$ cat src/rtl/uart_receive.sv
// 8N1 UART receiver: 2-flop synchroniser, mid-bit sampling from a baud counter,
// output byte register with valid/ack handshake plus framing and overrun flags.
module uart_receive #(
    parameter int ClkFreq = 50000000,
    parameter int B_Rate  = 9600
) (
    input  logic       Clk,
    input  logic       reset,
    input  logic       Serial_In,
    input  logic       R_ACK,
    output logic [7:0] Data,
    output logic       Data_Valid,
    output logic       Receive_Done,
    output logic       Frame_Error,
    output logic       Overrun,
    output logic       Busy
);
    localparam int          CLKS_PER_BIT = ClkFreq / B_Rate;
    localparam int          HALF_BIT     = CLKS_PER_BIT / 2;
    localparam logic [31:0] BIT_LAST     = 32'(CLKS_PER_BIT - 1);
    localparam logic [31:0] HALF_LAST    = 32'(HALF_BIT - 1);

    typedef enum logic [2:0] {IDLE, START, DATA, STOP, BREAK_WAIT} state_t;

    state_t      state, state_n;
    logic        rx_meta, rx_s;
    logic [31:0] clk_count, clk_count_n;
    logic [31:0] bit_idx, bit_idx_n;
    logic [7:0]  shift_reg, shift_n;
    logic [7:0]  data_n;
    logic        valid_n, done_n, ferr_n, overrun_n;

    always_ff @(posedge Clk or negedge reset) begin
        if (!reset) begin
            rx_meta      <= 1'b1;
            rx_s         <= 1'b1;
            state        <= IDLE;
            clk_count    <= '0;
            bit_idx      <= '0;
            shift_reg    <= '0;
            Data         <= '0;
            Data_Valid   <= 1'b0;
            Receive_Done <= 1'b0;
            Frame_Error  <= 1'b0;
            Overrun      <= 1'b0;
        end else begin
            rx_meta      <= Serial_In;
            rx_s         <= rx_meta;
            state        <= state_n;
            clk_count    <= clk_count_n;
            bit_idx      <= bit_idx_n;
            shift_reg    <= shift_n;
            Data         <= data_n;
            Data_Valid   <= valid_n;
            Receive_Done <= done_n;
            Frame_Error  <= ferr_n;
            Overrun      <= overrun_n;
        end
    end

    always_comb begin
        state_n     = state;
        clk_count_n = clk_count;
        bit_idx_n   = bit_idx;
        shift_n     = shift_reg;
        data_n      = Data;
        valid_n     = Data_Valid;
        overrun_n   = Overrun;
        done_n      = 1'b0;
        ferr_n      = 1'b0;

        if (R_ACK) begin
            valid_n   = 1'b0;
            overrun_n = 1'b0;
        end

        case (state)
            IDLE: begin
                clk_count_n = '0;
                bit_idx_n   = '0;
                if (!rx_s) state_n = START;
            end
            START: begin
                // A high line at mid-start is treated as a glitch, not a frame.
                if (clk_count == HALF_LAST) begin
                    clk_count_n = '0;
                    state_n     = rx_s ? IDLE : DATA;
                end else begin
                    clk_count_n = clk_count + 32'd1;
                end
            end
            DATA: begin
                if (clk_count == BIT_LAST) begin
                    clk_count_n           = '0;
                    shift_n[bit_idx[2:0]] = rx_s;
                    if (bit_idx == 32'd7) begin
                        bit_idx_n = '0;
                        state_n   = STOP;
                    end else begin
                        bit_idx_n = bit_idx + 32'd1;
                    end
                end else begin
                    clk_count_n = clk_count + 32'd1;
                end
            end
            STOP: begin
                if (clk_count == BIT_LAST) begin
                    clk_count_n = '0;
                    if (rx_s) begin
                        // A simultaneous ack consumes the old byte, so no overrun.
                        data_n  = shift_reg;
                        done_n  = 1'b1;
                        valid_n = 1'b1;
                        if (Data_Valid && !R_ACK) overrun_n = 1'b1;
                        state_n = IDLE;
                    end else begin
                        ferr_n  = 1'b1;
                        state_n = BREAK_WAIT;
                    end
                end else begin
                    clk_count_n = clk_count + 32'd1;
                end
            end
            BREAK_WAIT: begin
                clk_count_n = '0;
                if (rx_s) state_n = IDLE;
            end
            default: state_n = IDLE;
        endcase
    end

    assign Busy = (state != IDLE);
endmodule

$ cat config.mk
export PLATFORM = sky130hd
export DESIGN_NAME = uart_receive
export DESIGN_NICKNAME = d
export VERILOG_FILES = /design/src/rtl/uart_receive.sv
export SDC_FILE = /design/constraint.sdc
export NUM_CORES = 1
export LEC_CHECK = 0
export ABC_CLOCK_PERIOD_IN_PS = 2600
export CAP_MARGIN = 20
export CORE_AREA = 2 2 104 106
export CTS_BUF_LIST = sky130_fd_sc_hd__clkbuf_8
export CTS_CLUSTER_SIZE = 40
export DETAILED_ROUTE_END_ITERATION = 10
export DIE_AREA = 0 0 106 108
export PLACE_DENSITY = 0.79
export SKIP_CTS_REPAIR_TIMING = 1
export SLEW_MARGIN = 30
export SYNTH_ARGS = -nofsm -noshare
export SYNTH_HDL_FRONTEND = slang
export SYNTH_SLANG_ARGS = --single-unit
$ cat constraint.sdc
create_clock -name Clk -period 2.6 [get_ports Clk]
set_input_delay 0.52 -clock Clk [delete_from_list [all_inputs] [get_ports Clk]]
set_output_delay 0.52 -clock Clk [all_outputs]
set_load 0.01 [all_outputs]
Yosys cells after proc, flatten, opt, wreduce, memory -nomap -nowiden
Cells that the tools add are included.
- output and inout port bits: 13
- bits in registers: 89
- input bits: 4
- word-level logic and storage cells: 74
- order comparisons: 2
- add/subtract/negate cells: 2
- equal/unequal tests: 13
- mux-type cells: 33
- reduce and logical (&&, ||, !) cells: 13
- operators by type and width (cell ; count):
    $mux W32 ; 4
    $pmux W32 S3 ; 1
    $add A32 B1 Y32 const B ; 2
    $pmux W32 S2 ; 1
    $eq A32 B12 Y1 const B ; 1
    $eq A32 B13 Y1 const B ; 1
    $eq A32 B3 Y1 const B ; 1
    $mux W3 ; 7
    $mux W1 ; 16
    $pmux W3 S5 ; 1
    $ne A2 B2 Y1 const B ; 6
    $bwmux W8 ; 1
    $eq A3 B2 Y1 const B ; 2
    $reduce_and A6 Y1 ; 1
    $reduce_bool A3 Y1 ; 2
    $lt A3 B4 Y1 const B ; 1
    $reduce_and A2 Y1 ; 2
    $reduce_or A2 Y1 ; 2
    $demux W1 S3 ; 1
    $eq A3 B1 Y1 const B ; 1
    $eq A3 B3 Y1 const B ; 1
    $ge A3 B1 Y1 const B ; 1
    $logic_not A3 Y1 ; 1
    $reduce_and A3 Y1 ; 1
    4 further kinds ; 5

Logic depth before layout (Yosys ltp)
- depth in word-level cells: 6
- gate-level depth with buffers: 8
- depth with buffers taken out: 6

Worst setup path after synthesis
Ideal clock, no wire load.
- kind: register to register
- start: register clk_count[0]
- end: register Data[0]
- slack: 0.327 ns
- library setup time: 0.125 ns
- required time: 2.475 ns
- cell stages (with the launch flop): 8
- data arrival time: 2.149 ns
- path buffers: 2
- clock period less this slack: 2.273 ns
- cell sequence: dfrtp_1 ha_1 nand4bb_1 or4_1 buf_2 nor4_2 buf_4 mux2_2
- word-level cells in the longest chain between the ends: 2
- RTL lines (item ; RTL line ; RTL):
    start: declaration ; 27 ; logic [31:0] clk_count, clk_count_n;
    start signal: assignment ; 50 ; clk_count <= clk_count_n;
    $eq A32 B13 Y1 ; 107 ; if (clk_count == BIT_LAST) begin
    $reduce_and A3 Y1 (no line) ; - ;
    end signal: assignment ; 53 ; Data <= data_n;
    end: declaration ; 11 ; output logic [7:0] Data,
No other way between the ends.
A chain may end at the register's enable or synchronous reset.

Worst setup path after layout
- start: register state[0]
- end: output Busy
- word-level cells in the longest chain between the ends: 1
- RTL lines (item ; RTL line ; RTL):
    start: declaration ; 25 ; state_t state, state_n;
    start signal: assignment ; 49 ; state <= state_n;
    $reduce_bool A3 Y1 ; 132 ; assign Busy = (state != IDLE);
    end: declaration ; 16 ; output logic Busy
No other way between the ends.

==> qor.yml <==
run:
  max_cap_viol_count: 0
layout:
  biggestRegsByFlops: "bit_idx (32), clk_count (32)"
  areaGrowthSynthToFinish_pct: 13.1
  post_route_cells_drive_above_1_share_pct: 16.7
  final_antenna_diode_count: 0
  num-fill-cells: 885
  final_design_area_no_fill_um2: 5880
  final_nets: 576
  fin_cells: 710
  fin_util_pct: 57.5
clock_tree:
  clk_path_buf_depth: 2
  htree_levels: 3
  cts_tree: "built"
  clockRootBuffer: "sky130_fd_sc_hd__clkbuf_8"
  insertion_delay_of_the_later_clocked_pin_in_the_worst_skew_pair_ns: 0.38
  cts_bufs_inserted: 9
  clock_sink_count: 89
  clkTransAtPathRegs_ns: 0.10
placement:
  dpl.hpwl_um: 9200
  gp_routability_congestion: 0.937
  placed_area_um2: 5660
  portBuffers: 16
  placed_cells: 694
grt:
  number_of_antenna_violations_at_the_first_check_in_global_routing: 0
  grt_remaining_overflow: 0
  first_global_vias: 4506
  grt_max_degree: 63
  grt_pass1_wl_um: 22200
  track_usage_pct: 24.2
critical_path:
  critical_path.endpoint_type: "primary output"
  worstPathMaxFanout: 10
  critical_path_startpoint_category: "flop"
  required_ns: 2.08
  critical_path_arrival_ns: 2.01
  crit_type: "flop to primary output"
sta:
  final_hold_viol_count: 0
  timing.slew.headroom_pct: 46.4
  final.hold.worst_slack_ns: 0.221
  min_period_ns: 2.53
  timing.clock.skew_ns: 0.0132
  max_slew.worst_pin.slew_ns: 0.803
  rsz_0062_raised_after_global_routing: "false"
  layout_worst_path_cycle_share_pct: 97.2
  maxSlewViolCount: 0
  final-setup-viol-count: 0
  achievable-frequency_ghz: 0.396
floorplanning:
  die_area_um2: 11400
  core_region_area_um2: 10200
  chipHeight_um: 108
  row_count: 37
  boundaryPins: 17
  initial_core_util_pct: 50.8
  die-width_um: 106
power_and_ir_drop:
  combinational_power_share_pct: 1.5
  design_internal_power_mw: 1.86
  power.density_cell_area_nw_per_um2: 410
  total_power_mw: 2.41
  share_clk_of_total_power_pct: 41.0
  switching_share_pct: 22.8
  seq_power_share_pct: 57.5
  p_sw_uw: 550
  power.static_leakage_nw: 2.45
  vdd.ir_drop.worst_mv: 0.305
detailed_routing:
  wirelength_um: 13100
  post_drt_wl_per_cell_um: 18.4
  first_iter_violations: 393
  vias_per_instance: 6.59
  via_count: 4681
  first_pass_iters: 6
  drc: 0
  ant_nets: 0
synth:
  seq_area_frac_synth_pct: 42.9
  postSynth.asyncResetShare_pct: 100
  synthesis.area_per_instance_um2: 9.56
  synth.net_count: 551
  synth_edf_count: 0
  post_synth_inst_count: 544
  post_synth_instance_area_um2: 5200
  yosys_most_used_dff: "sky130_fd_sc_hd__dfrtp_1"
  yosysWarnings: 0
  post_synth_num_cell_types: 70
  ys_ff_latch: 89
run_status:
  outcome: "complete, no violations"
worst_hold_path:
  hold_class: "primary input to asynchronous set/reset pin"
[critical path, cell delays in order (launching register included)]
cell and delay (ns):
sky130_fd_sc_hd__dfrtp_2 0.48, sky130_fd_sc_hd__or2_2 0.36, sky130_fd_sc_hd__nor2_2 0.17, sky130_fd_sc_hd__clkinv_1 0.12
sky130_fd_sc_hd__clkdlybuf4s50_1 0.49
[cells in the final DEF (no fill, tap or decap), types with 4 or more instances in the layout]
cell                              synthesis  layout
sky130_fd_sc_hd__or3_1                   11      11
sky130_fd_sc_hd__clkbuf_8                 0      10
sky130_fd_sc_hd__or4_1                    5       4
sky130_fd_sc_hd__and2_1                   9       9
sky130_fd_sc_hd__o22ai_1                 16      16
sky130_fd_sc_hd__nor3_1                  18      18
sky130_fd_sc_hd__dfrtp_1                 87      85
sky130_fd_sc_hd__mux2i_1                  6       6
sky130_fd_sc_hd__nand2b_1                 4       4
sky130_fd_sc_hd__inv_1                   10      10
sky130_fd_sc_hd__nor2_1                  33      32
sky130_fd_sc_hd__a31oi_1                  4       4
sky130_fd_sc_hd__o21ai_0                 14      14
sky130_fd_sc_hd__nor4b_1                  4       4
sky130_fd_sc_hd__xnor2_1                 12      12
sky130_fd_sc_hd__a221o_1                  6       6
sky130_fd_sc_hd__nor2b_1                  6       6
sky130_fd_sc_hd__a22oi_1                  7       7
sky130_fd_sc_hd__clkdlybuf4s50_1          0      15
sky130_fd_sc_hd__o2bb2ai_1                4       4
sky130_fd_sc_hd__nor4_1                  25      24
sky130_fd_sc_hd__nor4_2                   3       4
sky130_fd_sc_hd__and3_1                  21      21
sky130_fd_sc_hd__nand3_1                 41      41
sky130_fd_sc_hd__nand4_1                 23      23
sky130_fd_sc_hd__mux2_2                  17      17
sky130_fd_sc_hd__nand2_1                 34      34
sky130_fd_sc_hd__a41oi_1                  4       4
sky130_fd_sc_hd__buf_4                    2      34
sky130_fd_sc_hd__a22o_1                  11      11
sky130_fd_sc_hd__a21oi_1                 13      13
[stage by stage]
stage | setup TNS, ns | setup slack [ns]
after floorplan | 0 | 0.327
after global placement | 0 | 0.239
after detailed placement | 0 | 0.149
after CTS | -0.0503 | -0.0503
after global routing | 0 | 0.000868
final | 0 | 0.0739
[power groups by stage]
stage	clock (mW)	combinational [mW]	sequential [mW]
floorplan	0	0.00262	1.41
global placement	0	0.0363	1.42
detailed placement	0	0.0375	1.42
CTS	1.02	0.0373	1.39
global route	1.06	0.0415	1.39
finish	0.990	0.0352	1.39
[cells by family (layout without fill, tap and decap cells)]
kind of cell | Yosys count | in the layout | synth area share, %
multiplexers | 23 | 23 | 4.83
XOR/XNOR | 14 | 14 | 2.36
AO/OA/AOI/OAI | 101 | 101 | 14.3
buffers and inverters | 48 | 78 | 3.92
adder cells (fa/ha/maj) | 3 | 3 | 0.722
AND/OR/NAND/NOR | 266 | 266 | 31.0
flip-flops | 89 | 89 | 42.9
[synthesized netlist by cell type (all sizes together), types with 10 or more instances]
cell | count | area [µm²]
a21oi | 13 | 65.1
nor2 | 33 | 124
and3 | 21 | 131
clkbuf | 27 | 103
nand2 | 35 | 134
a22o | 11 | 96.3
o22ai | 16 | 100
nor4 | 31 | 258
inv | 10 | 37.5
xnor2 | 12 | 105
nor3 | 19 | 106
dfrtp | 87 | 2180
nand3 | 42 | 223
or3 | 11 | 68.8
mux2 | 17 | 191
nand4 | 24 | 165
o21ai | 15 | 75.1
buf | 10 | 60.1
[path summary, 6_finish.rpt]
kind	from	slack [ns]	cells past startpoint	endpoint
max	state[0]$_DFFE_PN0P_	0.07	4	Busy
min	reset	0.22	1	clk_count[19]$_DFFE_PN0P_
max reg2reg	clk_count[1]$_DFFE_PN0P_	0.18	6	shift_reg[2]$_DFFE_PN0P_
min reg2reg	rx_meta$_DFF_PN1_	0.36	0	rx_s$_DFF_PN1_
max in group asynchronous	reset	1.72	2	bit_idx[16]$_DFFE_PN0P_
min in group Clk	rx_meta$_DFF_PN1_	0.36	0	rx_s$_DFF_PN1_
[routing by layer]
layer	wire length (µm)	track usage, %
met2	6550	38.8
met4	332	11.0
met5	0	0
met1	5370	31.3
met3	827	5.67
[cell type report]
type	instances	area, µm²	share of cell area [%]
Clock buffer	10	138	2.34
Multi-Input combinational cell	407	2790	47.4
Tap cell	136	170	2.89
Timing Repair Buffer	51	445	7.57
Inverter	11	41.3	0.702
Sequential cell	89	2230	37.9
Clock inverter	6	67.6	1.15
Note: power is estimated with default switching activity, not from simulation.
